File: src/rtl/i2c_pkg.sv
// Shared types for the I2C single-master controller: FSM state,
// quarter-bit phase and the R/W bit values appended to the slave address.
package i2c_pkg;

    typedef enum logic [3:0] {
        IDLE,
        START,
        TXBIT,
        RXBIT,
        ACK_CHK,
        MACK,
        RSTART,
        STOP,
        FINISH
    } state_t;

    typedef enum logic [1:0] {
        Q0,
        Q1,
        Q2,
        Q3
    } quarter_t;

    localparam logic RW_WRITE = 1'b0;
    localparam logic RW_READ  = 1'b1;

endpackage

File: src/rtl/i2c_quarter_tick.sv
// Quarter-bit tick generator: one-cycle tick every CLK_DIV clocks.
// Ports: clk, rst_n, hold (freeze and reload), clear (restart), tick.
module i2c_quarter_tick #(
    parameter int CLK_DIV = 25
) (
    input  logic clk,
    input  logic rst_n,
    input  logic hold,
    input  logic clear,
    output logic tick
);

    localparam logic [7:0] RELOAD = 8'(CLK_DIV - 1);

    logic [7:0] cnt;

    // A held quarter restarts from a full count once the hold drops.
    always_ff @(posedge clk or negedge rst_n) begin
        if (!rst_n) begin
            cnt <= RELOAD;
        end else if (clear || hold || cnt == 8'd0) begin
            cnt <= RELOAD;
        end else begin
            cnt <= cnt - 8'd1;
        end
    end

    assign tick = (cnt == 8'd0) && !hold;

endmodule

File: src/rtl/i2c_controller.sv
// Single-master I2C controller: one register write or read per command.
// Ports: clk/rst_n, open-drain enables scl_oe/sda_oe, pad inputs
// scl_i/sda_i, command start/rd_wrn/slave_addr/sub_addr/wdata, status
// rdata/busy/done/nack. Define I2C_CTRL_STRETCH_EN for clock stretching.
module i2c_controller #(
    parameter int CLK_DIV = 25
) (
    input  logic       clk,
    input  logic       rst_n,
    output logic       scl_oe,
    output logic       sda_oe,
    input  logic       scl_i,
    input  logic       sda_i,
    input  logic       start,
    input  logic       rd_wrn,
    input  logic [6:0] slave_addr,
    input  logic [7:0] sub_addr,
    input  logic [7:0] wdata,
    output logic [7:0] rdata,
    output logic       busy,
    output logic       done,
    output logic       nack
);

    import i2c_pkg::*;

    state_t     state, state_n;
    quarter_t   q;
    logic [2:0] bit_cnt;
    logic [1:0] byte_idx;
    logic [7:0] shreg;
    logic       rw;
    logic [6:0] addr;
    logic [7:0] sub;
    logic [7:0] wbyte;
    logic       ack_s;
    logic       tick;
    logic       hold;
    logic       last;
    logic       accept;
    logic       active;
    logic       scl_low;

    assign active  = (state != IDLE) && (state != FINISH);
    assign accept  = start && !active;
    assign last    = tick && (q == Q3);
    assign scl_low = (q == Q0) || (q == Q1);
    assign busy    = active;
    assign done    = (state == FINISH);

`ifdef I2C_CTRL_STRETCH_EN
    logic [1:0] scl_sync;

    always_ff @(posedge clk or negedge rst_n) begin
        if (!rst_n) begin
            scl_sync <= 2'b11;
        end else begin
            scl_sync <= {scl_sync[0], scl_i};
        end
    end

    // SCL is released in every Q2; a low reading there is a stretch.
    assign hold = active && (q == Q2) && !scl_sync[1];
`else
    logic unused_scl;
    assign unused_scl = scl_i;
    assign hold = 1'b0;
`endif

    i2c_quarter_tick #(
        .CLK_DIV(CLK_DIV)
    ) u_tick (
        .clk  (clk),
        .rst_n(rst_n),
        .hold (hold),
        .clear(accept),
        .tick (tick)
    );

    always_ff @(posedge clk or negedge rst_n) begin
        if (!rst_n) begin
            state <= IDLE;
        end else begin
            state <= state_n;
        end
    end

    always_comb begin
        state_n = state;
        scl_oe  = 1'b0;
        sda_oe  = 1'b0;
        unique case (state)
            IDLE: begin
                if (start) state_n = START;
            end
            START: begin
                sda_oe = (q == Q2) || (q == Q3);
                if (last) state_n = TXBIT;
            end
            RSTART: begin
                // SCL low in Q0 lets the peripheral drop its ACK
                // before SDA rises for the repeated start.
                scl_oe = (q == Q0);
                sda_oe = (q == Q2) || (q == Q3);
                if (last) state_n = TXBIT;
            end
            TXBIT: begin
                scl_oe = scl_low;
                sda_oe = ~shreg[7];
                if (last && bit_cnt == 3'd7) state_n = ACK_CHK;
            end
            ACK_CHK: begin
                scl_oe = scl_low;
                if (last) begin
                    if (ack_s) begin
                        state_n = STOP;
                    end else if (byte_idx == 2'd0) begin
                        state_n = TXBIT;
                    end else if (byte_idx == 2'd1) begin
                        state_n = rw ? RSTART : TXBIT;
                    end else begin
                        state_n = rw ? RXBIT : STOP;
                    end
                end
            end
            RXBIT: begin
                scl_oe = scl_low;
                if (last && bit_cnt == 3'd7) state_n = MACK;
            end
            MACK: begin
                scl_oe = scl_low;
                if (last) state_n = STOP;
            end
            STOP: begin
                scl_oe = (q == Q0);
                sda_oe = (q != Q3);
                if (last) state_n = FINISH;
            end
            FINISH: begin
                state_n = start ? START : IDLE;
            end
            default: state_n = IDLE;
        endcase
    end

    always_ff @(posedge clk or negedge rst_n) begin
        if (!rst_n) begin
            q        <= Q0;
            bit_cnt  <= 3'd0;
            byte_idx <= 2'd0;
            shreg    <= 8'd0;
            rw       <= RW_WRITE;
            addr     <= 7'd0;
            sub      <= 8'd0;
            wbyte    <= 8'd0;
            ack_s    <= 1'b1;
            rdata    <= 8'd0;
            nack     <= 1'b0;
        end else if (accept) begin
            q        <= Q0;
            bit_cnt  <= 3'd0;
            byte_idx <= 2'd0;
            shreg    <= {slave_addr, RW_WRITE};
            rw       <= rd_wrn;
            addr     <= slave_addr;
            sub      <= sub_addr;
            wbyte    <= wdata;
            nack     <= 1'b0;
        end else begin
            if (tick) q <= quarter_t'(q + 2'd1);
            if (tick && q == Q2) begin
                if (state == ACK_CHK) ack_s <= sda_i;
                if (state == RXBIT) shreg <= {shreg[6:0], sda_i};
            end
            if (last) begin
                case (state)
                    TXBIT: begin
                        shreg   <= {shreg[6:0], 1'b0};
                        bit_cnt <= bit_cnt + 3'd1;
                    end
                    RXBIT: bit_cnt <= bit_cnt + 3'd1;
                    ACK_CHK: begin
                        if (ack_s) begin
                            nack <= 1'b1;
                        end else begin
                            byte_idx <= byte_idx + 2'd1;
                            if (byte_idx == 2'd0) begin
                                shreg <= sub;
                            end else if (byte_idx == 2'd1) begin
                                shreg <= rw ? {addr, RW_READ} : wbyte;
                            end
                        end
                    end
                    MACK: rdata <= shreg;
                    default: ;
                endcase
            end
        end
    end

endmodule
File: config.mk
export PLATFORM = sky130hd
export DESIGN_NAME = i2c_controller
export DESIGN_NICKNAME = d
export VERILOG_FILES = /design/src/rtl/i2c_pkg.sv /design/src/rtl/i2c_quarter_tick.sv /design/src/rtl/i2c_controller.sv
export SDC_FILE = /design/constraint.sdc
export NUM_CORES = 1
export LEC_CHECK = 0
export CAP_MARGIN = 5
export CORE_MARGIN = 4
export CORE_UTILIZATION = 46
export CTS_CLUSTER_SIZE = 28
export DETAILED_ROUTE_END_ITERATION = 6
export PLACE_DENSITY = 0.71
export SYNTH_ARGS = -nofsm -noshare
export SYNTH_HDL_FRONTEND = slang
export SYNTH_HIERARCHICAL = 1
export SYNTH_SLANG_ARGS = --single-unit
File: constraint.sdc
create_clock -name clk -period 2.75 [get_ports clk]
set_input_delay 0.825 -clock clk [delete_from_list [all_inputs] [get_ports clk]]
set_output_delay 0.825 -clock clk [all_outputs]
set_load 0.05 [all_outputs]
==> metrics.md, run 1 <==
| Metric | Value |
|---|---|
| Status | `finished clean` |
| Asr flop ratio synth | `100.0%` |
| Routed wire length | `7.027 mm` |
| Seq cells post-synth | `61` |
| Worst setup EP type | `flop` |
| Crit path max fanout | `7` |
| Fin nets | `429` |
| Count of cell types in the netlist | `56` |
| First-pass GRT wire length | `12.08 mm` |
| Routed len/inst | `14.31 um` |
| CTS root buffer | `clkbuf_8` |
| Initial antenna violation count | `0` |
| Fillers | `600` |
| DR vias/cell | `5.173` |
| Multi-input gate area in the final layout | `1630 um2` |
| Cell Area, Synth | `3284 um2` |
| Commonest non-fill, non-tap cell in the layout | `nand2_1` |
| Final core utilization | `59.14%` |
| Required @ worst endpoint | `2.97 ns` |
| Setup CP Type | `flop to flop` |
| Hold_ws | `0.4748 ns` |
| Main synth FF type | `dfrtp_1` |
| Post-route ant nets | `0` |
| Slew headroom | `60.92%` |
| Fin cells | `491` |
| Cell taking the most area after synthesis | `dfrtp_1` |
| Pleak | `1.874 nW` |
| Number of synthesis warnings | `6` |
| CTS tree | `yes` |
| Iter 0 DRT Violations | `100` |
| Critical-path top delay cell | `or3b_2` |
| Die Height | `92.50 um` |
| CP arrival | `2.85 ns` |
| Clk slew on worst S/H paths | `0.07 ns` |
| H-tree depth | `3` |
| RSZ-0062 raised after global routing | `no` |
| Final Critical Period | `2.626 ns` |
| Min-delay worst type | `primary input to asynchronous set/reset pin` |
| Cell count after placement | `473` |
| TritonRoute pass-1 iters | `4` |
| Clk_lat worst skew | `0.34 ns` |
| Slowest stage delay, CP | `0.47 ns` |
| Routability-driven placement congestion ratio | `0.8547` |
| Diode count | `0` |
| Seq. cell area | `1531 um2` |
| Sequential share of the synthesized area | `46.59%` |
| Grt ovf | `0` |
| Initial core utilization | `47.81%` |
| CTS buffer count | `9` |
| Rows | `30` |
| Area Growth Syn to Fin | `23.70%` |
| PortBufs | `40` |
| Clk_skew | `0.008177 ns` |
| Least-Margin Pin Slew | `0.5861 ns` |
| Maxcap violations | `0` |
| Vias in the first global route | `2469` |
| PD cells | `857.5 nW/um2` |
| Clock buffer depth | `2` |
| Peak supply drop | `0.5160 mV` |
| Synth area leaders | `dfrtp_1 44%, nand2_1 9.5%, mux2i_1 6.1%` |
| # IOs | `42` |
| Final setup TNS | `0 ns` |
| Die width | `92.50 um` |
| Fmax | `380.7 MHz` |
| Slew Viols, Final | `0` |
| Core box area | `6869 um2` |
| Worst R2R Setup Slack | `0.12 ns` |
| Post-DP HPWL | `5.094 mm` |
| Largest net degree at the start of global routing | `39` |
| Avg Inst Size Synth | `9.632 um2` |
| TritonCTS Sinks | `61` |
| Total GRT Usage | `17.75%` |
| Cells along the critical path | `inv_1, ha_1, or3b_2, nor3_2, nand2_2, nor4_4, a41oi_2, a221o_1, o22a_1` |
| Most frequent cells in the layout | `83 x nand2_1, 57 x dfrtp_1, 35 x clkdlybuf4s50_1` |
| DR vias | `2540` |
| Crit start category | `flop` |
| Hold_buf cts | `0` |
| Drc violations | `0` |
| # setup viols final | `0` |
| Fin crit share | `95.51%` |
| Number of enable flip-flop cells after synthesis | `0` |
| Overall power | `3.484 mW` |
| Layout cell share with drive strength beyond 1 | `16.96%` |
| Die area | `8556 um2` |
| Yosys top cell area share | `44.19%` |
| Final Hold Viols | `0` |
| Post-Syn Instances | `341` |
[cells in the mapped netlist (3+ instances only)]
cell type	n
a21oi_1	12
o21ai_0	5
buf_4	3
a221oi_1	6
nor3_1	9
mux2i_1	20
mux2_2	10
o2111ai_1	5
dfstp_2	3
xnor2_1	7
nor2_1	33
clkbuf_1	6
a211oi_1	3
dfrtp_1	58
nand2b_1	7
ha_1	10
nand2_1	83
buf_2	9
inv_1	9
[power by group]
group	total (mW)	switching [mW]	internal (mW)
combinational	1.20	0.676	0.521
clock	0.814	0.369	0.445
sequential	1.47	0.295	1.18
[metrics by stage]
step	worst slack, ns	cell area [um2]
final	0.1235	4063
after global routing	0.01284	4063
after CTS	0.04459	4035
after detailed placement	0.07297	3835
after global placement	0.1102	3835
after floorplan	0.03139	3288
[flip-flops by register name (all words and copies together) (netlist names)]
signal,count
rw,1
q,2
byte_idx,2
u_tick/cnt,8
addr,7
sub,8
state,4
nack,1
shreg,8
ack_s,1
bit_cnt,3
wbyte,8
rdata,8
[path summary, 6_finish.rpt]
path	from	to	cells past startpoint
min in group clk	wbyte[7]$_DFFE_PN0P_	wbyte[7]$_DFFE_PN0P_	2
setup / recovery	u_tick/cnt[0]$_DFF_PN0_	shreg[2]$_DFF_PN0_	9
hold reg to reg	wbyte[7]$_DFFE_PN0P_	wbyte[7]$_DFFE_PN0P_	2
max in group asynchronous	rst_n	ack_s$_DFFE_PN1P_	2
setup reg to reg	u_tick/cnt[0]$_DFF_PN0_	shreg[2]$_DFF_PN0_	9
hold / removal	rst_n	u_tick/cnt[5]$_DFF_PN0_	1
[layer usage]
metal | wire length, um | GRT usage, %
met5 | 0 | 0
met4 | 124 | 7.426
met3 | 243 | 3.656
met2 | 3112 | 26.16
met1 | 3546 | 25.34
[repair_timing]
action | 4_1_cts | 5_1_grt
setup endpoints to repair | 0 | 14
resized for setup | 0 | 3
buffers inserted | 0 | 2
endpoints found under the hold margin | 0 | 0
[worst max-delay path: cells and delay by family, from the launching register on]
kind / cells / cell delay (ns)
buffers and inverters: 1 / 0.09
AND/OR/NAND/NOR: 4 / 1.13
adder cells (fa/ha/maj): 1 / 0.14
AO/OA/AOI/OAI: 3 / 0.73
flip-flops: 1 / 0.41
[logic make-up after synthesis]
group	count (synthesis)	share of synthesized area [%]
flops	61	46.59
simple gates	153	22.17
fa+ha+maj	10	3.810
other cells	1	0.1142
xor+xnor	8	2.133
mux	31	9.981
buf+inv	29	4.228
compound gates	48	10.97
[layout make-up]
| class | instances | area share [%] |
|---|---|---|
| clock buffers | 11 | 3.480 |
| clock inverters | 5 | 1.447 |
| inverters | 10 | 0.9239 |
| multi-input cells | 252 | 40.13 |
| flip-flops and latches | 61 | 37.70 |
| well taps | 96 | 2.957 |
| repair buffers | 56 | 13.37 |
(Power assumes the default switching activity.)
==> run 2: changes to the inputs <==
--- a/config.mk
+++ b/config.mk
@@ -11,6 +11,7 @@
 export CTS_CLUSTER_SIZE = 28
 export DETAILED_ROUTE_END_ITERATION = 6
 export PLACE_DENSITY = 0.71
+export SLEW_MARGIN = 30
 export SYNTH_ARGS = -nofsm -noshare
 export SYNTH_HDL_FRONTEND = slang
 export SYNTH_HIERARCHICAL = 1
==> results of run 2 <==
The final DEF is identical to that of run 1; final timing and power are the same.
